[src/rtl/serial_adder.sv]
// Bit-serial WIDTH-bit adder: one fullAdder cell, LSB first, with valid/ready handshakes on both sides.
// Define SERIAL_ADDER_OVF_EN to add a registered signed-overflow output.
module serial_adder #(
    parameter int WIDTH = 8
) (
    input  logic             clk,
    input  logic             rst_n,
    input  logic             in_valid,
    output logic             in_ready,
    input  logic [WIDTH-1:0] a,
    input  logic [WIDTH-1:0] b,
    input  logic             c_in,
    output logic             out_valid,
    input  logic             out_ready,
    output logic [WIDTH-1:0] sum,
    output logic             c_out,
    output logic             busy
`ifdef SERIAL_ADDER_OVF_EN
    ,
    output logic             overflow
`endif
);

    localparam int CW = $clog2(WIDTH + 1);

    typedef enum logic [1:0] {IDLE, SHIFT, DONE} state_t;

    state_t           r_state;
    state_t           w_nextState;
    logic [WIDTH-1:0] r_aSh;
    logic [WIDTH-1:0] r_bSh;
    logic             r_carry;
    logic [CW-1:0]    r_cnt;
    logic [WIDTH-1:0] r_sum;
    logic             r_cOut;
    logic             w_cellSum;
    logic             w_cellCarry;
    logic             w_accept;
    logic             w_lastBit;
    logic [WIDTH-1:0] w_aNext;

    assign w_accept  = (r_state == IDLE) && in_valid;
    assign w_lastBit = (r_cnt == CW'(WIDTH - 1));

    fullAdder u_cell (
        .i_a     (r_aSh[0]),
        .i_b     (r_bSh[0]),
        .i_cIn   (r_carry),
        .o_sum   (w_cellSum),
        .o_carry (w_cellCarry)
    );

    // Sum bits enter at the MSB of the A shifter as A bits leave at the LSB,
    // so after WIDTH shifts this register holds the complete result.
    generate
        if (WIDTH == 1) begin : g_narrow
            assign w_aNext = w_cellSum;
        end else begin : g_wide
            assign w_aNext = {w_cellSum, r_aSh[WIDTH-1:1]};
        end
    endgenerate

    always_ff @(posedge clk or negedge rst_n) begin
        if (!rst_n) begin
            r_state <= IDLE;
        end else begin
            r_state <= w_nextState;
        end
    end

    always_comb begin
        w_nextState = r_state;
        case (r_state)
            IDLE:    if (in_valid)  w_nextState = SHIFT;
            SHIFT:   if (w_lastBit) w_nextState = DONE;
            DONE:    if (out_ready) w_nextState = IDLE;
            default: w_nextState = IDLE;
        endcase
    end

    always_ff @(posedge clk or negedge rst_n) begin
        if (!rst_n) begin
            r_aSh   <= '0;
            r_bSh   <= '0;
            r_carry <= 1'b0;
            r_cnt   <= '0;
            r_sum   <= '0;
            r_cOut  <= 1'b0;
        end else if (w_accept) begin
            r_aSh   <= a;
            r_bSh   <= b;
            r_carry <= c_in;
            r_cnt   <= '0;
        end else if (r_state == SHIFT) begin
            r_aSh   <= w_aNext;
            r_bSh   <= r_bSh >> 1;
            r_carry <= w_cellCarry;
            r_cnt   <= r_cnt + CW'(1);
            if (w_lastBit) begin
                r_sum  <= w_aNext;
                r_cOut <= w_cellCarry;
            end
        end
    end

`ifdef SERIAL_ADDER_OVF_EN
    logic r_ovf;

    // On the last bit r_carry is the carry into the MSB.
    always_ff @(posedge clk or negedge rst_n) begin
        if (!rst_n) begin
            r_ovf <= 1'b0;
        end else if ((r_state == SHIFT) && w_lastBit) begin
            r_ovf <= r_carry ^ w_cellCarry;
        end
    end

    assign overflow = r_ovf;
`endif

    assign in_ready  = (r_state == IDLE);
    assign out_valid = (r_state == DONE);
    assign busy      = (r_state == SHIFT);
    assign sum       = r_sum;
    assign c_out     = r_cOut;

    a_inValidKnown: assert property (@(posedge clk) disable iff (!rst_n)
        (r_state == IDLE) |-> !$isunknown(in_valid));
    a_outReadyKnown: assert property (@(posedge clk) disable iff (!rst_n)
        (r_state == DONE) |-> !$isunknown(out_ready));

endmodule

module fullAdder (
    input  logic i_a,
    input  logic i_b,
    input  logic i_cIn,
    output logic o_sum,
    output logic o_carry
);
    assign o_sum   = i_a ^ i_b ^ i_cIn;
    assign o_carry = (i_a & i_b) | (i_cIn & (i_a ^ i_b));
endmodule

[config.mk]
export PLATFORM = sky130hd
export DESIGN_NAME = serial_adder
export DESIGN_NICKNAME = d
export VERILOG_FILES = /design/src/rtl/serial_adder.sv
export SDC_FILE = /design/constraint.sdc
export NUM_CORES = 1
export LEC_CHECK = 0
export CAP_MARGIN = 30
export CORE_ASPECT_RATIO = 1.5
export CORE_MARGIN = 10
export CORE_UTILIZATION = 55
export CTS_BUF_LIST = sky130_fd_sc_hd__clkbuf_2 sky130_fd_sc_hd__clkbuf_4 sky130_fd_sc_hd__clkbuf_8
export CTS_CLUSTER_SIZE = 8
export DETAILED_ROUTE_END_ITERATION = 7
export PLACE_DENSITY_LB_ADDON = 0.1
export SLEW_MARGIN = 10
export SYNTH_ARGS = -nofsm -noshare
export SYNTH_HDL_FRONTEND = slang
export SYNTH_SLANG_ARGS = --single-unit
[constraint.sdc]
create_clock -name clk -period 3.02 [get_ports clk]
set_clock_uncertainty 0.15 [all_clocks]
set_input_delay 0.453 -clock clk [delete_from_list [all_inputs] [get_ports clk]]
set_output_delay 0.453 -clock clk [all_outputs]
set_load 0.1 [all_outputs]
# Word-level counts from Yosys, hierarchy flattened
# Index checks and enable logic that the tools add are counted.
# word_totals
reg_bits,32
wordCells,37
# op_classes
add_sub_neg,1
eq_ne,6
muxes,12
bitwise,6
reduce_logical,5
# op_table
cell,n
$mux 8,4
$mux 4,2
$mux 2,3
$pmux 2 s3,1
$reduce_and 3->1,2
$add 4x1->4 const B,1
$eq 4x3->1 const B,1
$ne 2x1->1 const B,2
$and 1x1->1,2
$eq 2x1->1 const B,1
$eq 2x2->1 const B,1
$logic_not 2->1,1
$mux 1,2
$ne 2x2->1 const B,1
$reduce_bool 2->1,1
$xor 1x1->1,2
$logic_and 1x1->1,1
$not 1->1,1
$or 1x1->1,1

# Depth between registers and ports, before layout
# Gate-level depths: netlist (run 1).
# logic_depth
word_depth,5
ltp_mapped,6
mapped_depth_nobuf,4

# Modules after synthesis
# Synthesis (run 1) repeated with hierarchy kept, for this count alone.
# hier_totals
hier_cells,123
area_unflattened_um2,1356.3
# by_module_without_submodules
mod,instances,cells_per_inst,area_each_um2
serial_adder,1,122,1336.3
fullAdder,1,1,20.0

# Least setup slack after synthesis (run 1)
# No wires, ideal clock.
# synth_timing
path_type,register -> output
startpoint,register r_state[0]
endpoint,output port out_valid
arrival_ps,1775
slack_ps,642
stages_incl_launch_ff,2
cell_sequence,dfrtp_1 nor2b_1
# synth_between
elab_chain_cells,1
# synth_rtl
element,line,rtl
from (decl),28,state_t r_state;
from (signal assigned),67,r_state <= w_nextState;
$eq 2x2->1,122,assign out_valid = (r_state == DONE);
to (decl),13,"output logic out_valid,"
# No other way between the ends.

# Worst setup path after layout (run 1)
# layout_timing
startpoint,register r_state[1]
endpoint,output port busy
# layout_between
elab_chain_cells,1
# layout_rtl
element,line,rtl
$eq 2x1->1,123,assign busy = (r_state == SHIFT);
to (decl),17,output logic busy
# No other way between the ends.

==> results.yml, run 1 <==
timing:
  rsz0062_at_grt: "false"
  slew_headroom_pct: 65.1
  min_period_over_period_pct: 79.6
  fin_crit_ns: 2.40
  max_freq_ghz: 0.416
  fin_tns_setup_ns: 0
  drv_slew: 0
  worstMarginPinSlew_ns: 0.522
  setup_viol: 0
  hold_viol_final: 0
detailed_routing:
  first_iter_violations: 23
  wl_per_cell_microns: 15.5
  dr.pass1.iters: 4
  vias: 1013
  viasPerCell: 5.51
  postRouteWirelength_mm: 2.86
  ant_nets: 0
  drc: 0
worst_setup_path:
  reg2regPathDepth: 4
  reg2reg_setup_slack_ns: 1.08
  startpoint_type: "flip-flop"
  cp.arrival_ns: 1.80
  path_class: "flip-flop to primary output"
  cp_top_family: "buffers and inverters"
  slowest_delay_ns: 0.43
  worst-path-buf-inv: 3
  startpoint: "r_state[1]"
  crit_path_top_delay_cell: "dfrtp_1"
  r2r_end: "sum[3]"
  r2r_start: "r_state[1]"
  crit_fanout: 15
  path_cells: "nand2b_1 > buf_4 > inv_1 > buf_12"
  crit_required_ns: 2.42
  cp-end-kind: "primary output"
global_routing:
  grt_usage_pct: 13.2
  grt_pass1_vias: 1032
  use_met1_pct: 14.0
  grt-busiest-layer: "met2"
  grtUsageMet3_pct: 6.02
  antenna_found_initial: 0
  grtUsageMet2_pct: 20.9
  grt_start_max_net_pins: 34
  overflow: 0
  grt_pass1_wl_mm: 4.84
clock_network:
  ctsRootBufferMaster: "clkbuf_4"
  worstSkewPairLatency_ns: 0.34
  cts_repair_resize_count: 0
  cts_made_buffers: 5
  holdBufCountCts: 0
  postCtsSetupBuffers: 0
  cts_tree: "done"
  clock_tree.buffer_depth: 2
  cts_sinks: 32
  path_clk_slew_ns: 0.10
  htree_levels: 2
die:
  rows: 22
  die_w_microns: 61.4
  die_area_sq_um: 5030
  top_level_ports: 33
  core_sq_um: 2450
  die_y_microns: 82.0
  start_util_pct: 57.6
synthesis:
  netlist_instances: 123
  yosysMostFrequentCell: "dfrtp_1"
  yosys-top-cells-area: "dfrtp_1 57%, mux2i_1 9.2%, mux2_2 7.2%"
  postSynthAreaPerCell_sq_um: 11.5
  yosysSeqAreaShare_pct: 56.7
  synth_nets: 146
  ys.flop_type: "dfrtp_1"
  yosysTopAreaCell: "dfrtp_1"
  synth_area_sq_um: 1410
  ys_seq_elements: 32
  synthArstFlopShare_pct: 100
  synthDistinctLibCells: 21
  synth_common_cells: "32 x dfrtp_1, 26 x nand2_1, 16 x o21ai_0"
  yosysTopAreaCellShare_pct: 56.7
  yosys_warnings: 0
  synth_edf_count: 0
min_path:
  hold_path_class: "input pin to async pin"
placed_design:
  gp_congestion: 0.741
  dp_hpwl_mm: 2.05
  io_buffers: 32
finish:
  antenna_cells: 0
  layout-drive-gt1-share_pct: 21.3
  nets: 182
  syn_to_final_growth_pct: 27.4
  fin_util_pct: 73.4
  fill_cells: 175
outcome:
  status: "finished, final reports clean"
flow_run:
  drv_cap: 0
==> per-layer routing <==
metal  vias to the layer above  share of wire, %
li1                        497                 -
met1                       488                41
met2                        22                50
met3                         6               7.0
met4                         0               2.4
met5                         -                 0
==> per-stage QoR <==
| step | setup slack, ns | hold WS (ns) | std cells | cell area [sq um] |
|---|---|---|---|---|
| finish | 0.616 | 0.360 | 184 | 1800 |
| global route | 0.487 | 0.381 | 184 | 1800 |
| CTS | 0.596 | 0.352 | 184 | 1800 |
| detailed placement | 1.01 | 0.342 | 176 | 1740 |
| global placement | 1.06 | 0.334 | 176 | 1740 |
| floorplan | 0.642 | 0.00741 | 123 | 1410 |
==> worst reg2reg max path, cell delays in order, from the launching register on <==
cell and delay (ns):
dfrtp_1 0.43, nand2b_1 0.16, buf_4 0.21, nor3_4 0.48
mux2_2 0.40
==> layout by cell type (no fill, tap or decap), drive strengths merged, types with 2 or more instances in the layout <==
| master | instances |
|---|---|
| dfrtp | 32 |
| nand2 | 26 |
| clkdlybuf4s50 | 20 |
| o21ai | 16 |
| buf | 15 |
| mux2i | 13 |
| mux2 | 9 |
| clkbuf | 6 |
| a22oi | 4 |
| nand2b | 3 |
| inv | 2 |
| o21bai | 2 |
| a21o | 2 |
| clkinv | 2 |
| nor3b | 2 |
==> worst max path at each step <==
stage,end,slack [ns],depth (start not counted)
global route,busy,0.49,4
finish,busy,0.62,4
detailed placement,busy,1.01,4
floorplan,out_valid,0.64,1
CTS,busy,0.60,4
global placement,busy,1.06,4
==> flip-flops by register name, summed over array words and instances (netlist names) <==
signal and count:
r_cnt 4, c_out 1, r_aSh 8, r_state 2
r_carry 1, r_bSh 8, sum 8
==> cells by family after synthesis <==
logic type / count (synthesis) / share of synthesized area [%]
compound gates: 24 / 9.93
flops: 32 / 56.7
simple gates: 35 / 11.6
buf+inv: 8 / 3.01
fa+ha+maj: 2 / 2.30
mux: 22 / 16.4
==> cell type report <==
class                   instances  area (sq um)  share of cell area, %
well taps                      24          30.0                   1.67
inverters                       2          7.51                  0.418
repair buffers                 35           325                   18.1
flip-flops and latches         32           801                   44.5
clock inverters                 2          10.0                  0.557
multi-input cells              83           573                   31.9
clock buffers                   6          51.3                   2.85
Power of run 1 is not shown: default switching activity piles up to over one toggle a cycle in this logic, so the estimate is an artifact.
==> inputs of run 2 (changes only) <==
Settings changed: CORE_UTILIZATION 55 to 46.
Clock period 3.02 ns to 2 ns, I/O delays scaled along.
==> run 2 against run 1 <==
  * Flip-flop and latch count unchanged
  * Routed wire length increased by 5.1%
  * Sequential share of layout area decreased by 2.7 points
  * Critical path depth decreased by 1
  * Setup slack got worse by 0.46 ns
  * First-iteration DRC count increased by 17%
  * Via count about the same
  * Core utilization decreased by 8.4 points
  * Die area increased by 14%
  * Final area increased by 6.4%
  * Cell count increased by 10%
  * Highest routed layer unchanged
==> results.yml, run 2 (synthesized netlist as in run 1, its figures left out) <==
timing:
  hold_viol_final: 0
  fin_tns_setup_ns: 0
  fin_crit_ns: 1.85
  rsz0062_at_grt: "false"
  slew_headroom_pct: 73.7
  max_freq_ghz: 0.541
  setup_viol: 0
  worstMarginPinSlew_ns: 0.394
  min_period_over_period_pct: 92.4
  fin_ws_ns: 0.152
  hold_slack_ns: 0.270
  drv_slew: 0
clock_network:
  cts_repair_resize_count: 0
  postCtsSetupBuffers: 0
  cts_tree: "done"
  ctsRootBufferMaster: "clkbuf_8"
  worstSkewPairLatency_ns: 0.27
  holdBufCountCts: 0
  cts_made_buffers: 5
  clock_tree.buffer_depth: 2
  htree_levels: 2
  cts_sinks: 32
  path_clk_slew_ns: 0.06
finish:
  mostFrequentLayoutCell: "dfrtp_1"
  syn_to_final_growth_pct: 35.5
  layout_common_cells: "32 x dfrtp_1, 26 x nand2_1, 20 x clkdlybuf4s50_1"
  nets: 186
  layout-drive-gt1-share_pct: 24.4
  antenna_cells: 0
  stdcell_count: 203
global_routing:
  grt_pass1_vias: 1075
  grt_start_max_net_pins: 33
  grt_pass1_wl_mm: 5.04
  overflow: 0
  antenna_found_initial: 0
  grt_usage_pct: 11.0
flow_run:
  drv_cap: 0
placed_design:
  dp_slack_ns: 0.265
  gp_congestion: 0.769
  dp_cells: 195
  io_buffers: 32
  dp_hpwl_mm: 2.31
worst_setup_path:
  crit_path_top_delay_cell: "dfrtp_1"
  slowest_delay_ns: 0.42
  crit_fanout: 5
  startpoint_type: "flip-flop"
  worst-path-buf-inv: 2
  cp-end-kind: "primary output"
  path_class: "flip-flop to primary output"
  cp.arrival_ns: 1.40
  path_cells: "nand2b_1 > inv_1 > buf_12"
  crit_required_ns: 1.55
  cp_top_family: "buffers and inverters"
detailed_routing:
  ant_nets: 0
  dr.pass1.iters: 4
  postRouteWirelength_mm: 3.01
  viasPerCell: 5.00
  wl_per_cell_microns: 14.8
  drc: 0
  first_iter_violations: 27
  vias: 1014
die:
  die_area_sq_um: 5730
  core_sq_um: 2940
  die_w_microns: 65.2
  rows: 24
  start_util_pct: 48.0
  top_level_ports: 33
  die_y_microns: 87.8
min_path:
  hold_path_class: "input pin to async pin"
outcome:
  status: "finished, final reports clean"
## run 2: cell types whose count changed in the layout (fill, tap and decap cells not counted)
cell      previous run  this run
clkbuf_4             5         2
buf_4               14        16
buf_12               1         3
nor2b_1              1         0
clkinv_2             2         0
nor2_1               1         0
nor2b_2              0         1
clkbuf_8             1         6
nor2_2               0         1
## run 2: cell type report
| class | instances | area (sq um) |
|---|---|---|
| Clock buffer | 8 | 97.6 |
| Fill cell | 272 | 1030 |
| Inverter | 2 | 7.51 |
| Multi-Input combinational cell | 83 | 578 |
| Sequential cell | 32 | 801 |
| Tap cell | 39 | 48.8 |
| Timing Repair Buffer | 39 | 380 |
## run 2: metrics by stage
stage	util [%]	area, sq um
floorplan	-	1420
global placement	61.7	1820
detailed placement	61.7	1820
CTS	65.0	1910
global route	65.0	1910
finish	65.0	1910
## run 2: final timing paths
| path | startpoint | endpoint | slack [ns] | depth (start not counted) |
|---|---|---|---|---|
| hold / removal | rst_n | r_bSh[1] | 0.27 | 2 |
| setup / recovery | r_state[1] | busy | 0.15 | 3 |
| hold reg to reg | sum[2] | sum[2] | 0.36 | 1 |
| setup reg to reg | r_state[1] | r_aSh[2] | 0.28 | 5 |
| max in group asynchronous | rst_n | sum[5] | 1.14 | 2 |
| min in group clk | sum[2] | sum[2] | 0.36 | 1 |
## run 2: per-layer routing
layer  global-route usage, %  up-vias  part of all wire [%]
met5                       0        -                     0
met4                    3.13        0                  0.20
met3                    4.60        2                   6.3
met2                    19.3       23                    52
met1                    11.7      488                    41
li1                        -      501                     -
Power of run 2 is left out for the same reason.
